**src/rtl/mat_pkg.sv**
```systemverilog
// Shared types and width helpers for the dot-product engine and its lane adder.
package mat_pkg;

    typedef enum logic [1:0] {
        ST_IDLE  = 2'd0,
        ST_FETCH = 2'd1,
        ST_DRAIN = 2'd2,
        ST_DONE  = 2'd3
    } state_e;

    // A full group of products needs the product width plus one bit per doubling of lanes.
    function automatic int gsum_w(input int data_w, input int lanes);
        return 2 * data_w + $clog2(lanes);
    endfunction

endpackage

```
**src/rtl/dot_lane_sum.sv**
```systemverilog
// Combinational masked lane-wise multiply and sum of one fetched group.
module dot_lane_sum
    import mat_pkg::*;
#(
    parameter int DATA_W = 8,
    parameter int LANES  = 16,
    parameter int GS_W   = gsum_w(DATA_W, LANES)
) (
    input  logic [LANES*DATA_W-1:0] a_data,
    input  logic [LANES*DATA_W-1:0] b_data,
    input  logic [LANES-1:0]        lane_valid,
    output logic [GS_W-1:0]         group_sum
);

    localparam int P_W = 2 * DATA_W;

    logic [P_W-1:0] prod_s [LANES];

    // Per-lane products; masked lanes contribute zero.
    always_comb begin
        for (int i = 0; i < LANES; i++) begin
            if (lane_valid[i]) begin
                prod_s[i] = P_W'(a_data[i*DATA_W +: DATA_W]) * P_W'(b_data[i*DATA_W +: DATA_W]);
            end else begin
                prod_s[i] = '0;
            end
        end
    end

    // Reduction of all lane products into the group sum.
    always_comb begin
        group_sum = '0;
        for (int i = 0; i < LANES; i++) begin
            group_sum = group_sum + GS_W'(prod_s[i]);
        end
    end

endmodule

```
**src/rtl/mat_dot_engine.sv**
```systemverilog
// Dot-product engine: issues LANES address pairs per cycle, accumulates masked
// lane products with wrap/saturate handling, and reports result, overflow and run length.
module mat_dot_engine
    import mat_pkg::*;
#(
    parameter int DATA_W = 8,
    parameter int ACC_W  = 16,
    parameter int LANES  = 16,
    parameter int ADDR_W = 12,
    parameter int CYC_W  = 16
) (
    input  logic                     clock,
    input  logic                     reset_l,
    input  logic                     start,
    input  logic [ADDR_W:0]          len,
    input  logic                     mode_sat,
    output logic [LANES*ADDR_W-1:0]  a_addr,
    input  logic [LANES*DATA_W-1:0]  a_data,
    output logic [LANES*ADDR_W-1:0]  b_addr,
    input  logic [LANES*DATA_W-1:0]  b_data,
    output logic                     busy,
    output logic                     done,
    output logic [ACC_W-1:0]         result,
    output logic                     overflow,
    output logic [CYC_W-1:0]         cycles
);

    localparam int GS_W  = gsum_w(DATA_W, LANES);
    localparam int SUM_W = ((GS_W > ACC_W) ? GS_W : ACC_W) + 1;
    // Base runs past the last element by up to LANES, so it gets headroom beyond len.
    localparam int BW    = ADDR_W + 2;

    state_e                  state_q, state_d;
    logic [BW-1:0]           base_q, base_d;
    logic [ADDR_W:0]         len_q, len_d;
    logic                    sat_q, sat_d;
    logic [LANES-1:0]        mask_q, mask_d;
    logic [LANES-1:0]        valid_q, valid_d;
    logic [LANES*ADDR_W-1:0] addr_q, addr_d;
    logic [ACC_W-1:0]        acc_q, acc_d;
    logic                    ovf_q, ovf_d;
    logic                    clamp_q, clamp_d;
    logic                    busy_q, busy_d;
    logic                    done_q, done_d;
    logic [CYC_W-1:0]        cyc_q, cyc_d;

    logic [GS_W-1:0]         group_sum_s;
    logic [BW-1:0]           next_base_s, gen_base_s, gen_len_s, lane_s;
    logic [LANES*ADDR_W-1:0] gen_addr_s;
    logic [LANES-1:0]        gen_mask_s;
    logic [SUM_W-1:0]        sum_s;
    logic                    carry_s;
    logic                    last_s;

    dot_lane_sum #(
        .DATA_W (DATA_W),
        .LANES  (LANES),
        .GS_W   (GS_W)
    ) u_lane_sum (
        .a_data     (a_data),
        .b_data     (b_data),
        .lane_valid (valid_q),
        .group_sum  (group_sum_s)
    );

    // Address/mask generator for the group about to be issued.
    always_comb begin
        next_base_s = base_q + BW'(LANES);
        last_s      = (next_base_s >= {1'b0, len_q});
        if (state_q == ST_IDLE) begin
            gen_base_s = '0;
            gen_len_s  = {1'b0, len};
        end else begin
            gen_base_s = next_base_s;
            gen_len_s  = {1'b0, len_q};
        end
        gen_addr_s = '0;
        gen_mask_s = '0;
        lane_s     = '0;
        for (int i = 0; i < LANES; i++) begin
            lane_s = gen_base_s + BW'(i);
            if (lane_s < gen_len_s) begin
                gen_mask_s[i]                   = 1'b1;
                gen_addr_s[i*ADDR_W +: ADDR_W] = lane_s[ADDR_W-1:0];
            end else begin
                gen_mask_s[i]                   = 1'b0;
                gen_addr_s[i*ADDR_W +: ADDR_W] = '0;
            end
        end
    end

    // Widened accumulation so any carry beyond ACC_W is visible.
    always_comb begin
        sum_s   = SUM_W'(acc_q) + SUM_W'(group_sum_s);
        carry_s = |sum_s[SUM_W-1:ACC_W];
    end

    // Next-state, accumulator and counter logic.
    always_comb begin
        state_d = state_q;
        base_d  = base_q;
        len_d   = len_q;
        sat_d   = sat_q;
        mask_d  = mask_q;
        valid_d = valid_q;
        addr_d  = addr_q;
        acc_d   = acc_q;
        ovf_d   = ovf_q;
        clamp_d = clamp_q;
        busy_d  = busy_q;
        done_d  = 1'b0;
        cyc_d   = cyc_q;

        if ((state_q == ST_FETCH) || (state_q == ST_DRAIN)) begin
            cyc_d = (cyc_q == '1) ? cyc_q : cyc_q + CYC_W'(1);
            if (clamp_q) begin
                acc_d = '1;
            end else if (carry_s) begin
                ovf_d = 1'b1;
                if (sat_q) begin
                    acc_d   = '1;
                    clamp_d = 1'b1;
                end else begin
                    acc_d = sum_s[ACC_W-1:0];
                end
            end else begin
                acc_d = sum_s[ACC_W-1:0];
            end
        end else begin
            cyc_d = cyc_q;
        end

        case (state_q)
            ST_IDLE: begin
                if (start) begin
                    len_d   = len;
                    sat_d   = mode_sat;
                    acc_d   = '0;
                    ovf_d   = 1'b0;
                    clamp_d = 1'b0;
                    cyc_d   = '0;
                    valid_d = '0;
                    if (len != '0) begin
                        state_d = ST_FETCH;
                        base_d  = '0;
                        addr_d  = gen_addr_s;
                        mask_d  = gen_mask_s;
                        busy_d  = 1'b1;
                    end else begin
                        state_d = ST_DONE;
                        done_d  = 1'b1;
                    end
                end else begin
                    state_d = ST_IDLE;
                end
            end
            ST_FETCH: begin
                valid_d = mask_q;
                base_d  = next_base_s;
                if (last_s) begin
                    state_d = ST_DRAIN;
                    addr_d  = '0;
                    mask_d  = '0;
                end else begin
                    addr_d = gen_addr_s;
                    mask_d = gen_mask_s;
                end
            end
            ST_DRAIN: begin
                valid_d = '0;
                state_d = ST_DONE;
                busy_d  = 1'b0;
                done_d  = 1'b1;
            end
            ST_DONE: begin
                state_d = ST_IDLE;
            end
            default: begin
                state_d = ST_IDLE;
                busy_d  = 1'b0;
            end
        endcase
    end

    // State and output registers.
    always_ff @(posedge clock or negedge reset_l) begin
        if (!reset_l) begin
            state_q <= ST_IDLE;
            base_q  <= '0;
            len_q   <= '0;
            sat_q   <= 1'b0;
            mask_q  <= '0;
            valid_q <= '0;
            addr_q  <= '0;
            acc_q   <= '0;
            ovf_q   <= 1'b0;
            clamp_q <= 1'b0;
            busy_q  <= 1'b0;
            done_q  <= 1'b0;
            cyc_q   <= '0;
        end else begin
            state_q <= state_d;
            base_q  <= base_d;
            len_q   <= len_d;
            sat_q   <= sat_d;
            mask_q  <= mask_d;
            valid_q <= valid_d;
            addr_q  <= addr_d;
            acc_q   <= acc_d;
            ovf_q   <= ovf_d;
            clamp_q <= clamp_d;
            busy_q  <= busy_d;
            done_q  <= done_d;
            cyc_q   <= cyc_d;
        end
    end

    assign a_addr   = addr_q;
    assign b_addr   = addr_q;
    assign busy     = busy_q;
    assign done     = done_q;
    assign result   = acc_q;
    assign overflow = ovf_q;
    assign cycles   = cyc_q;

endmodule
```
**config.mk**
```make
export PLATFORM = sky130hd
export DESIGN_NAME = mat_dot_engine
export DESIGN_NICKNAME = d
export VERILOG_FILES = /design/src/rtl/mat_pkg.sv /design/src/rtl/dot_lane_sum.sv /design/src/rtl/mat_dot_engine.sv
export SDC_FILE = /design/constraint.sdc
export NUM_CORES = 2
export LEC_CHECK = 0
export BUFFER_PORTS_ARGS = -buffer_cell sky130_fd_sc_hd__buf_2
export CORE_UTILIZATION = 25
export DETAILED_ROUTE_END_ITERATION = 8
export HOLD_SLACK_MARGIN = 0.1
export PLACE_DENSITY = 0.5
export SLEW_MARGIN = 20
export SYNTH_ARGS = -nofsm -noshare
export SYNTH_HDL_FRONTEND = slang
export SYNTH_SLANG_ARGS = --single-unit
export TNS_END_PERCENT = 1
```
**constraint.sdc**
```tcl
create_clock -name clock -period 11.3 [get_ports clock]
set_clock_uncertainty 0.2 [all_clocks]
set_input_delay 1.13 -clock clock [delete_from_list [all_inputs] [get_ports clock]]
set_output_delay 1.13 -clock clock [all_outputs]
set_load 0.02 [all_outputs]
```
[Yosys cells after proc, flatten, opt, wreduce, memory -nomap -nowiden]
Index checks and enable logic that the tools add are counted.
Word-level totals
  register bits: 290
  input port bits: 273
  output and inout port bits: 419
  word-level logic and storage cells: 191
Cells by class
  add/sub/neg operators: 33
  $mul: 16
  magnitude comparators: 17
  eq/ne operators: 7
  mux-type cells: 94
  reduce and logical (&&, ||, !) cells: 11
Operators with widths (number)
  two-way mux 192 bit: 3
  two-way mux 16 bit: 30
  one-hot mux 192 bit (2 select lines): 1
  adder 20 x 16 -> 20 bit: 14
  multiplier 8 x 8 -> 16 bit: 16
  less-than comparator 14 bit: 16
  two-way mux 12 bit: 16
  adder 14 x 4 -> 14 bit (second input constant): 8
  adder 14 x 3 -> 14 bit (second input constant): 4
  one-hot mux 16 bit (3 select lines): 1
  two-way mux 14 bit: 3
  one-hot mux 16 bit (2 select lines): 1
  two-way mux 1 bit: 31
  adder 14 x 2 -> 14 bit (second input constant): 2
  one-hot mux 14 bit (2 select lines): 1
  adder 16 x 20 -> 21 bit: 1
  adder 16 x 16 -> 17 bit: 1
  adder 16 x 1 -> 16 bit (second input constant): 1
  == test 16 bit (second input constant): 1
  adder 14 x 1 -> 14 bit (second input constant): 1
  adder 14 x 5 -> 14 bit (second input constant): 1
  greater-or-equal comparator 14 x 13 -> 1 bit: 1
  two-way mux 13 bit: 1
  nonzero test 13 bit: 1
  other kinds (14): 22

[Depth between registers and ports, before layout]
  depth after elaboration: 24
  gate-level depth with buffers: 48
  gate-level depth less buffers: 47

[Hierarchy]
A second synthesis with hierarchy kept.
Unflattened totals
  cells, all modules: 6199
  area, all modules: 54564.8 µm²
Modules (own cells, without submodules)
  dot_lane_sum: instances 1, cells each 4725, area each 40407.5 µm², seq. area each 0.0 µm²
  mat_dot_engine: instances 1, cells each 1474, area each 14157.3 µm², seq. area each 6130.9 µm²

[Least setup slack after synthesis]
Ideal clock, no wire load.
  kind: input -> register
  from: in a_data[3]
  to: reg acc_q[10], in the netlist result[10]
  setup time: 0.138 ns
  data arrival time: 11.466 ns
  required time: 10.962 ns
  path slack: -0.504 ns
  cell stages on the path: 42
  path buffers: 1
  cell sequence: and2_1 > fa_1 > fa_1 > inv_1 > fa_1 > fa_1 > inv_1 > ha_1 > a21o_1 > a21o_1 > a21o_1 > a21oi_1 > inv_1 > a21oi_1 > xnor2_1 > and2_1 > ha_1 > o41ai_1 > [... 6 more ...] > inv_1 > fa_1 > inv_1 > fa_1 > inv_1 > ha_1 > a2111o_1 > o22a_1 > o21a_1 > xor2_1 > ha_1 > a2111o_1 > o22ai_1 > nor2b_1 > mux2i_1 > o21ai_2 > buf_2 > a31oi_1
On the way
  cells in the longest elaborated chain, start to end: 24
  elaborated cells on any way between the ends: 25
  classes of those cells: add/sub (16); mul (1); mux (7); reduce/logical (1)
Ends and longest elaborated chain
  start, declared: RTL line mat_dot_engine.sv:18  | input logic [LANES*DATA_W-1:0] a_data,
  multiplier 8 x 8 -> 16 bit (*): RTL line dot_lane_sum.sv:23  | prod_s[i] = P_W'(a_data[i*DATA_W +: DATA_W]) * P_W'(b_data[i*DATA_W +: DATA_W]);
  two-way mux 16 bit (*): RTL line dot_lane_sum.sv:22  | if (lane_valid[i]) begin
  adder 16 x 16 -> 17 bit (*): RTL line dot_lane_sum.sv:34  | group_sum = group_sum + GS_W'(prod_s[i]);
  adder 20 x 16 -> 20 bit (*) (14 in series): RTL line dot_lane_sum.sv:34
  adder 16 x 20 -> 21 bit (*): RTL line mat_dot_engine.sv:94  | sum_s = SUM_W'(acc_q) + SUM_W'(group_sum_s);
  OR reduction 5 bit or two-way mux 16 bit (tied branches): RTL line mat_dot_engine.sv:95, mat_dot_engine.sv:120
  two-way mux 16 bit (*): RTL line mat_dot_engine.sv:118  | end else if (carry_s) begin
  two-way mux 16 bit (*): RTL line mat_dot_engine.sv:116  | if (clamp_q) begin
  two-way mux 16 bit (*): RTL line mat_dot_engine.sv:114  | if ((state_q == ST_FETCH) || (state_q == ST_DRAIN)) begin
  two-way mux 16 bit: RTL line mat_dot_engine.sv:135  | if (start) begin
  two-way mux 16 bit (*): RTL line mat_dot_engine.sv:133  | case (state_q)
  named net acc_d[10]: RTL line mat_dot_engine.sv:40  | logic [ACC_W-1:0] acc_q, acc_d;
  end signal, assigned: RTL line mat_dot_engine.sv:195  | acc_q <= '0;
  end signal, assigned: RTL line mat_dot_engine.sv:209  | acc_q <= acc_d;
  end, declared: RTL line mat_dot_engine.sv:40
Mark *: on every way through the listed nets, which the timed path passes. The rest lies on a longest branch.
A chain may end at the register's enable or synchronous reset.

[Worst setup path after layout]
  from: in a_data[11]
  to: reg acc_q[8], in the netlist result[8]
The elaborated chain is that of the path after synthesis.

==> flow_summary.toml <==
[status]
outcome = "completed"

[cells_and_area]
drive_above_1_share_pct = 21.5
finalNetCount = 8711
syn2layout_area_growth_pct = 21.1
nFillCells = 22500
layout.cell_area.non_filler_um2 = 64400

[yosys]
share_of_the_synthesized_area_in_compound_gates_ao_oa_aoi_oai_pct = 9.52
netlist_instances = 5982
synth-edff-count = 0
synth_top_area_share_pct = 29.5
ys_seq_area_share_pct = 11.5
netlist_top_cells_area = "fa_1, ha_1, dfrtp_1, and2_1, inv_1"
async_reset_ff_share_pct = 100
synth_top_family_by_area = "adder cells"
post-synth-top-area-cell = "fa_1"
synth_fa_ha_area_share_pct = 45.7
most_used_dff_post_synth = "dfrtp_1"
synth.distinct_cells = 77
synth.ff_latch_count = 245
yosysWarnings = 0
synth.area.mux_share_pct = 0.402
syn-mean-instance-area_um2 = 8.89
combined_area_of_all_synthesized_cells_um2 = 53200
yosys.area_share.xor_xnor_pct = 4.19
post_synth_and_or_nand_nor_area_fraction_pct = 16.9

[job]
drv.max_cap_violation_count = 0

[clock_tree]
tritoncts = "done"
clk_path_buf_depth = 3
clock_insertion_delay_worst_skew_ns = 0.58
clk_root_buffer_cell = "clkbuf_16"
numClockSinks = 245
cts_h_tree_depth = 1
cts_buffers = 28
cts_hold_repair.buffers = 0
clk_pin_slew_worst_paths_ns = 0.06

[place]
weighted_congestion_reported_at_the_end_of_routability_driven_placement = 0.887
port_buffers = 657
detailed_place.area_um2 = 62600
post-dp-hpwl_um = 161000

[global_route]
gr-usage-all-layers_pct = 17.0
grt_antenna_before_repair = 45
grt_pass1_vias = 45700
grt_remaining_overflow = 0
wire_length_of_the_first_global_routing_pass_um = 282000
grt_start_max_net_pins = 110

[detailed_routing]
drcViolationCount = 0
dr_wl_met2_um = 90500
antenna_violating_nets_post_route = 0
wl_per_cell_um = 18.6
finalWirelength_um = 183000
uppermost_signal_routing_layer_after_detailed_routing = "met5"
drt_iter0_drc = 1784
drt_first_pass_iters = 5
met3WireLength_um = 8170
detail_route.vias_per_cell = 4.36
met1Wirelength_um = 76800
route.vias.total = 42800

[timing]
min_period_ns = 11.14
tightestPinTransition_ns = 1.40
timing_hold_violations_final = 0
rsz0062_at_grt = "true"
maximum_achievable_frequency_mhz = 89.8
final_min_period_over_clock_period_pct = 98.5
report.final.setup_viol = 0
maxSlewViolCount = 0
timing.max_slew.rel_slack_pct = 6.60

[worst_hold_path]
holdCritPathClass = "register to register"

[floorplanning]
rows = 168
floorplan_die_height_um = 463
ioPinCount = 692
die-width_um = 463
start_util_pct = 25.3
core-area_um2 = 211000
total_die_area_um2 = 215000

[worst_setup_path]
worst-endpoint-arrival_ns = 11.32
critPathSlowestCell = "fa_1"
worst_path_largest_cell_delay_ns = 0.57
cp-end-kind = "register"
startpoint_type = "primary input"
crit_path_max_fanout = 8
setup.worst_path.class = "primary input to register"
crit_top_cell = "fa_1"
cp_data_required_time_ns = 11.49
==> logic make-up (layout without fill, tap and decap cells) <==
group / after synthesis / count (layout)
flip-flops: 245 / 245
AO/OA/AOI/OAI: 751 / 751
adder cells (fa/ha/maj): 1475 / 1475
AND/OR/NAND/NOR: 1815 / 1815
other: 2 / 60
XOR/XNOR: 252 / 252
buffers and inverters: 1421 / 2382
multiplexers: 21 / 21
==> cells in the mapped netlist (4+ instances only) <==
master	instances
o22ai_1	6
xnor2_1	138
o21ai_0	159
and2_1	647
a22o_2	5
clkbuf_1	107
nand3_1	83
and3_1	36
or2_2	6
inv_1	1064
xor2_1	111
nand4_1	12
o211ai_1	4
buf_4	235
ha_1	692
nor2_1	142
a32o_1	9
mux2i_1	18
nor2b_1	16
nor3_1	43
or3_1	12
nor4_1	4
buf_2	6
a211oi_1	7
nand2_1	774
a31oi_1	29
o21bai_1	35
a22o_1	103
buf_1	6
fa_1	783
a2111o_1	4
a21o_1	147
o41ai_1	31
o21a_1	20
and3b_1	5
dfrtp_1	245
nand2b_1	17
a21oi_1	161
==> cell usage in the layout (no fill, tap or decap), types with 134 or more instances in the layout <==
master   instances
inv_1         1051
fa_1           770
a21oi_1        134
nand2_1        768
nor2_1         134
dfrtp_1        245
a21o_1         147
and2_1         632
buf_4          610
ha_1           668
o21ai_0        145
buf_2          643
==> registers in the layout, indices dropped and copies added, names as in the netlist <==
signal    cells
a_addr      158
clamp_q       1
mask_q        9
base_q       10
overflow      1
cycles       16
result       16
busy          1
valid_q      16
sat_q         1
state_q       2
len_q        13
done          1
==> layout make-up <==
cell class | instances | area (um^2) | share of cell area (%)
Antenna cell | 17 | 42.5 | 0.0660
Clock buffer | 41 | 851 | 1.32
Clock inverter | 10 | 168 | 0.260
Tap cell | 2805 | 3510 | 5.45
Timing Repair Buffer | 1267 | 7990 | 12.4
Multi-Input combinational cell | 4357 | 41700 | 64.8
Inverter | 1064 | 3990 | 6.20
Sequential cell | 245 | 6130 | 9.52
==> through the flow <==
step / TNS (ns) / std cells / hold slack (ns) / worst slack [ns] / utilization (%)
after global placement: -12.44 / 9728 / 0.263 / -0.703 / 29.7
final: 0 / 9806 / 0.284 / 0.165 / 30.6
after floorplan: 0 / 6023 / 0.248 / 0.00588 / -
after global routing: -3.76 / 9797 / 0.320 / -0.268 / 30.6
after CTS: 0 / 9786 / 0.289 / 0.000707 / 30.4
after detailed placement: -12.20 / 9728 / 0.276 / -0.700 / 29.7
==> repair_timing <==
action	CTS	global route
cloned	1	0
pin swaps	57	89
endpoints found under the setup margin	18	18
setup buffers	6	5
resized for setup	61	110
endpoints found under the hold margin	0	0
==> per-layer routing <==
layer / track usage [%] / vias up
met5: 0 / -
met4: 5.51 / 32
met3: 2.34 / 205
met2: 30.3 / 890
met1: 21.0 / 21100
li1: - / 20600
==> worst paths after layout <==
check,start,end,slack [ns],cells past startpoint
setup reg to reg,valid_q[0],result[8],1.97,35
min in group asynchronous,reset_l,a_addr[3],0.30,1
max in group asynchronous,reset_l,a_addr[99],8.61,3
hold reg to reg,clamp_q,clamp_q,0.28,2
hold / removal,clamp_q,clamp_q,0.28,2
setup / recovery,a_data[11],result[8],0.16,48
==> worst max-delay path, delay by kind of cell <==
kind | cells | cell delay, ns
XOR/XNOR | 2 | 0.29
buffers and inverters | 10 | 0.72
AO/OA/AOI/OAI | 15 | 2.59
AND/OR/NAND/NOR | 7 | 0.73
adder cells (fa/ha/maj) | 14 | 5.84
Power is left out: the tool's default activity adds up to more than one toggle a clock period on the data nets, which glitch-free logic cannot reach.
